## config.mk

```make
export PLATFORM = sky130hd
export DESIGN_NAME = adder_subtractor
export DESIGN_NICKNAME = d
export VERILOG_FILES = /design/src/rtl/addsub_pkg.sv /design/src/rtl/adder_subtractor_full_adder.sv /design/src/rtl/adder_subtractor.sv
export SDC_FILE = /design/constraint.sdc
export NUM_CORES = 1
export LEC_CHECK = 0
export BUFFER_PORTS_ARGS = -buffer_cell sky130_fd_sc_hd__buf_2
export CAP_MARGIN = 10
export CORE_AREA = 3 3 40 42
export DETAILED_ROUTE_END_ITERATION = 12
export DIE_AREA = 0 0 43 45
export MAX_ROUTING_LAYER = met4
export PLACE_DENSITY = 0.56
export SETUP_SLACK_MARGIN = 0.1
export SYNTH_ARGS = -nofsm -noshare
export SYNTH_HDL_FRONTEND = slang
export SYNTH_SLANG_ARGS = --single-unit
```

## constraint.sdc

```tcl
create_clock -name clk -period 0.9 [get_ports clk]
set_clock_uncertainty 0.2 [all_clocks]
set_input_delay 0.18 -clock clk [delete_from_list [all_inputs] [get_ports clk]]
set_output_delay 0.18 -clock clk [all_outputs]
set_load 0.01 [all_outputs]
```

## src/rtl/addsub_pkg.sv

```systemverilog
// Shared constants and result type for the registered adder/subtractor.
package addsub_pkg;

    localparam int unsigned ADDSUB_DEFAULT_WIDTH = 4;

    localparam logic MODE_ADD = 1'b0;
    localparam logic MODE_SUB = 1'b1;

    typedef struct packed {
        logic [ADDSUB_DEFAULT_WIDTH-1:0] z;
        logic                            C;
        logic                            V;
    } result_t;

endpackage

```

## src/rtl/adder_subtractor_full_adder.sv

```systemverilog
// One-bit combinational full adder; one cell of the ripple-carry chain.
module full_adder (
    input  logic a,
    input  logic b,
    input  logic cin,
    output logic s,
    output logic cout
);

    always_comb begin
        s    = a ^ b ^ cin;
        cout = (a & b) | (cin & (a ^ b));
    end

endmodule

```

## src/rtl/adder_subtractor.sv

```systemverilog
// Registered two's-complement adder/subtractor (M=0: A+B, M=1: A-B) with carry and overflow flags.
// Build option ADDSUB_INPUT_REG_EN adds an input register stage (latency 2 instead of 1).
module adder_subtractor
    import addsub_pkg::*;
#(
    parameter int unsigned WIDTH = ADDSUB_DEFAULT_WIDTH
) (
    input  logic             clk,
    input  logic             rst_n,
    input  logic [WIDTH-1:0] A,
    input  logic [WIDTH-1:0] B,
    input  logic             M,
    output logic [WIDTH-1:0] z,
    output logic             C,
    output logic             V
);

    logic [WIDTH-1:0] a_op;
    logic [WIDTH-1:0] b_op;
    logic             m_op;
    logic [WIDTH-1:0] b_eff;
    logic [WIDTH-1:0] sum;
    logic [WIDTH:0]   carry;

`ifdef ADDSUB_INPUT_REG_EN
    logic [WIDTH-1:0] a_q;
    logic [WIDTH-1:0] b_q;
    logic             m_q;

    always_ff @(posedge clk or negedge rst_n) begin
        if (!rst_n) begin
            a_q <= '0;
            b_q <= '0;
            m_q <= MODE_ADD;
        end else begin
            a_q <= A;
            b_q <= B;
            m_q <= M;
        end
    end

    always_comb begin
        a_op = a_q;
        b_op = b_q;
        m_op = m_q;
    end
`else
    always_comb begin
        a_op = A;
        b_op = B;
        m_op = M;
    end
`endif

    // Subtract is A + ~B + 1: invert B and feed the mode bit in as carry-in.
    always_comb begin
        b_eff    = b_op ^ {WIDTH{m_op}};
        carry[0] = m_op;
    end

    for (genvar i = 0; i < WIDTH; i++) begin : g_ripple
        full_adder u_fa (
            .a    (a_op[i]),
            .b    (b_eff[i]),
            .cin  (carry[i]),
            .s    (sum[i]),
            .cout (carry[i+1])
        );
    end

    always_ff @(posedge clk or negedge rst_n) begin
        if (!rst_n) begin
            z <= '0;
            C <= 1'b0;
            V <= 1'b0;
        end else begin
            z <= sum;
            C <= carry[WIDTH];
            V <= carry[WIDTH] ^ carry[WIDTH-1];
        end
    end

endmodule

```

After elaboration in Yosys (flattened, before gate mapping)
Index checks and enable logic that the tools add are counted.

Bitwise gates (word level): 22.

Operator list (number): $xor 1x1->1 (9); $and 1x1->1 (8); $or 1x1->1 (4); $xor 4x4->4 (1).

Flip-flop bits (word level): 6. Input port bits: 11. Output and inout port bits: 6. Logic and storage cells: 25.

Logic depth before layout (Yosys ltp)
Depth after elaboration: 11. Depth in mapped cells: 7. Gate-level depth less buffers: 7.

Cells and area by module
From an unflattened synthesis, not the netlist that was laid out.

Cells, all modules: 15. Area, all modules: 274.0 sq um.

Modules (own cells, without submodules): adder_subtractor (instances 1, cells each 11, area an instance 193.9 sq um, sequential area each 150.1 sq um); full_adder (instances 4, cells each 1, area an instance 20.0 sq um, sequential area each 0.0 sq um).

Worst setup path after synthesis
Ideal clock, no wire load.

Path kind: input port to flip-flop. From: in B[0]. To: reg V. Setup time: 0.123 ns. Arrival time: 1.661 ns. Data required time: 0.577 ns. Path slack: -1.083 ns. Cell stages on the path: 7. Path buffers: 0. Path through: mux2_2 fa_1 inv_1 fa_1 inv_1 fa_1 xnor2_1.

Word-level cells in the longest chain between the ends: 11. Elaborated cells on any way between the ends: 12. Those cells by class: bitwise (12).

RTL lines: start: declaration (line adder_subtractor.sv:11) `input logic [WIDTH-1:0] B,`; $xor 4x4->4 (*) (line adder_subtractor.sv:57) `b_eff = b_op ^ {WIDTH{m_op}};`; $xor 1x1->1 (line adder_subtractor_full_adder.sv:12) `cout = (a & b) | (cin & (a ^ b));`; $and 1x1->1 (line adder_subtractor_full_adder.sv:12); $or 1x1->1 (*) (line adder_subtractor_full_adder.sv:12); $and 1x1->1 (*) (line adder_subtractor_full_adder.sv:12); $or 1x1->1 (*) (line adder_subtractor_full_adder.sv:12); $and 1x1->1 (*) (line adder_subtractor_full_adder.sv:12); $or 1x1->1 (*) (line adder_subtractor_full_adder.sv:12); $and 1x1->1 (*) (line adder_subtractor_full_adder.sv:12); $or 1x1->1 (*) (line adder_subtractor_full_adder.sv:12); named net g_ripple[3].u_fa.cout (line adder_subtractor_full_adder.sv:7) `output logic cout`; $xor 1x1->1 (*) (line adder_subtractor.sv:79) `V <= carry[WIDTH] ^ carry[WIDTH-1];`; end signal: assignment (line adder_subtractor.sv:79); end: declaration (line adder_subtractor.sv:15) `output logic V`.

The timed path passes the listed nets; every way through them passes the cells marked *.

Worst setup path in the final report
Ends and elaborated chain as after synthesis.

==> impl_metrics.toml <==
[sta]
clock.fmax_mhz = 570
final_hold_viol_count = 0
fin_hold_ws_ns = 0.0327
fin_crit_sh = 1.95
maxSlewViolCount = 0
finalSetupViolCount = 11
rsz0062_at_grt = "yes"
maxSlewHeadroom = 0.852
worstMarginPinSlew_ns = 0.220
min_period_ns = 1.76
worst_slack_ns = -0.855

[placement]
globalplace.congestion = 0.576
io_buffers = 16
dpl_worst_slack_ns = -1.16
dp.final_hpwl_um = 493
place_area_um2 = 420

[power_and_ir_drop]
pwr-share-clk = 0.281
sequentialPowerShare = 0.409
pwr-share-comb = 0.310
irDropWorstVdd_mv = 0.406
switching_share = 0.261
finalPower_mw = 0.834
switching_power_mw = 0.218
intPower_mw = 0.617
p_leak_nw = 0.248
p_per_area_nw_per_um2 = 1740

[setup_path]
max_stage_delay_ns = 0.34
cp-startpoint = "B[0]"
cp.arrival_ns = 1.67
cp-end-kind = "flip-flop"
cpMaxStageDelayCell = "fa_2"
crit_top_cell = "fa_2"
cp_max_fo = 2
critical_path_class = "input pin to flip-flop"
path_cells = "buf_6, mux2_4, fa_2, inv_2, fa_2, inv_2, fa_2, xnor2_1"
cp.required_ns = 0.82
critPathLaunchType = "input pin"

[status]
violations = "negative setup slack"
status = "finished with violations"

[die]
io_pins = 17
die_h_um = 45
die_area_um2 = 1940
core_region_area_um2 = 1280
start_util = 0.218
die_x_um = 43
core.rowCount = 13

[routing]
wl_per_cell_um = 8.62
viasPerCell = 3.75
first_iter_violations = 0
drc = 0
via_count = 225
detail-route-antenna-nets = 0
dr.pass1.iters = 1
wl_um = 517

[cts]
cts_tree = "done"
clock-sinks = 6
clock_path_buffers = 2
root_buffer = "clkbuf_4"
cts.clk_slew.worst_paths_ns = 0.04
cts_made_buffers = 3
htree_levels = 1

[synthesis]
syn-cell-area_um2 = 280
yosysUniqueCellTypes = 6
syn_area_per_cell_um2 = 14.8
yosys_warnings = 0
syn_nets = 33
ys_seq_elements = 6
synthCells = 19
ys_seq_area_frac = 0.536

[hold_path]
holdCritPathClass = "input pin to flip-flop"
min_from = "A[0]"

[cells_and_area]
fill_cells = 133
drive_gt1_frac = 0.689
synthToLayoutAreaGrowth_pct = 71.4
num_antenna_cells = 0
fin_nets = 61
fin_area_um2 = 480

[global_routing]
grt_pass1_vias = 218
grt_antenna_before_repair = 0
grt_remaining_overflow = 0
grt_pass1_wl_um = 814
grt_usage = 0.0650
grt_max_degree = 7

[run]
drv_cap = 0
==> timing repair <==
item                                    CTS  global route
gates cloned                              0             0
resized for setup                         2             0
endpoints found under the hold margin     6             0
endpoints found under the setup margin   11            11
hold buffers                              1             0
pin swaps                                 1             0
buffers inserted                          2             0
==> power by group through the flow <==
stage,clock network (mW),logic (mW),registers [mW]
floorplan,0,0.0814,0.381
global placement,0,0.238,0.344
detailed placement,0,0.248,0.347
CTS,0.252,0.267,0.343
global route,0.253,0.286,0.347
finish,0.234,0.259,0.341
==> cells in the mapped netlist <==
cell type / number / area (um2)
fa_1: 3 / 60.1
xor2_1: 3 / 26.3
inv_1: 4 / 15.0
xnor2_1: 2 / 17.5
dfrtp_1: 6 / 150
mux2_2: 1 / 11.3
==> cells in the final DEF, fill, tap and decap left out, types with 2 or more instances in the layout <==
master / count
xor2_1: 3
dfrtp_1: 6
inv_1: 2
buf_4: 6
buf_6: 2
buf_2: 14
xnor2_1: 2
clkbuf_4: 3
inv_2: 2
fa_2: 3
==> layout make-up <==
cell class                      instances  area (um2)  area share
Clock buffer                            3        22.5      0.0469
Inverter                                4        15.0      0.0312
Multi-Input combinational cell          9         126       0.263
Sequential cell                         6         150       0.312
Tap cell                               15        18.8      0.0391
Timing Repair Buffer                   23         148       0.307
==> path summary, 6_finish.rpt <==
path                       cells past startpoint  slack (ns)        endpoint
max                                            8       -0.86     V$_DFF_PN0_
min                                            3        0.03  z[0]$_DFF_PN0_
max in group asynchronous                      2        0.27     C$_DFF_PN0_
min in group asynchronous                      2        0.09  z[2]$_DFF_PN0_
==> per-stage QoR <==
step | TNS (ns) | util | cells
after detailed placement | -4.66 | 0.327 | 54
after floorplan | -3.84 | - | 19
final | -4.39 | 0.374 | 60
after CTS | -4.46 | 0.374 | 60
after global routing | -4.64 | 0.374 | 60
after global placement | -4.55 | 0.327 | 54
==> worst max-delay path: cells and delay by family <==
kind,cells,cell delay [ns]
fa+ha+maj,3,0.88
mux,1,0.29
buf+inv,3,0.19
xor+xnor,1,0.13
==> cells by family (layout without fill, tap and decap cells) <==
kind of cell | Yosys count | after routing | synth area share
muxes | 1 | 1 | 0.0402
adders and majority gates | 3 | 3 | 0.214
buffers and inverters | 4 | 30 | 0.0536
xor gates and xnor gates | 5 | 5 | 0.156
DFF | 6 | 6 | 0.536
==> metal layers <==
metal	routed length (um)	global-route usage
met1	187	0.0572
met4	0	0.0723
met2	243	0.102
met3	87	0.0239
met5	0	-
==> flip-flops by register name, indices dropped and copies added, names as in the netlist <==
register / cells
C: 1
V: 1
z: 4
No activity file was read; power rests on OpenSTA's default activity.
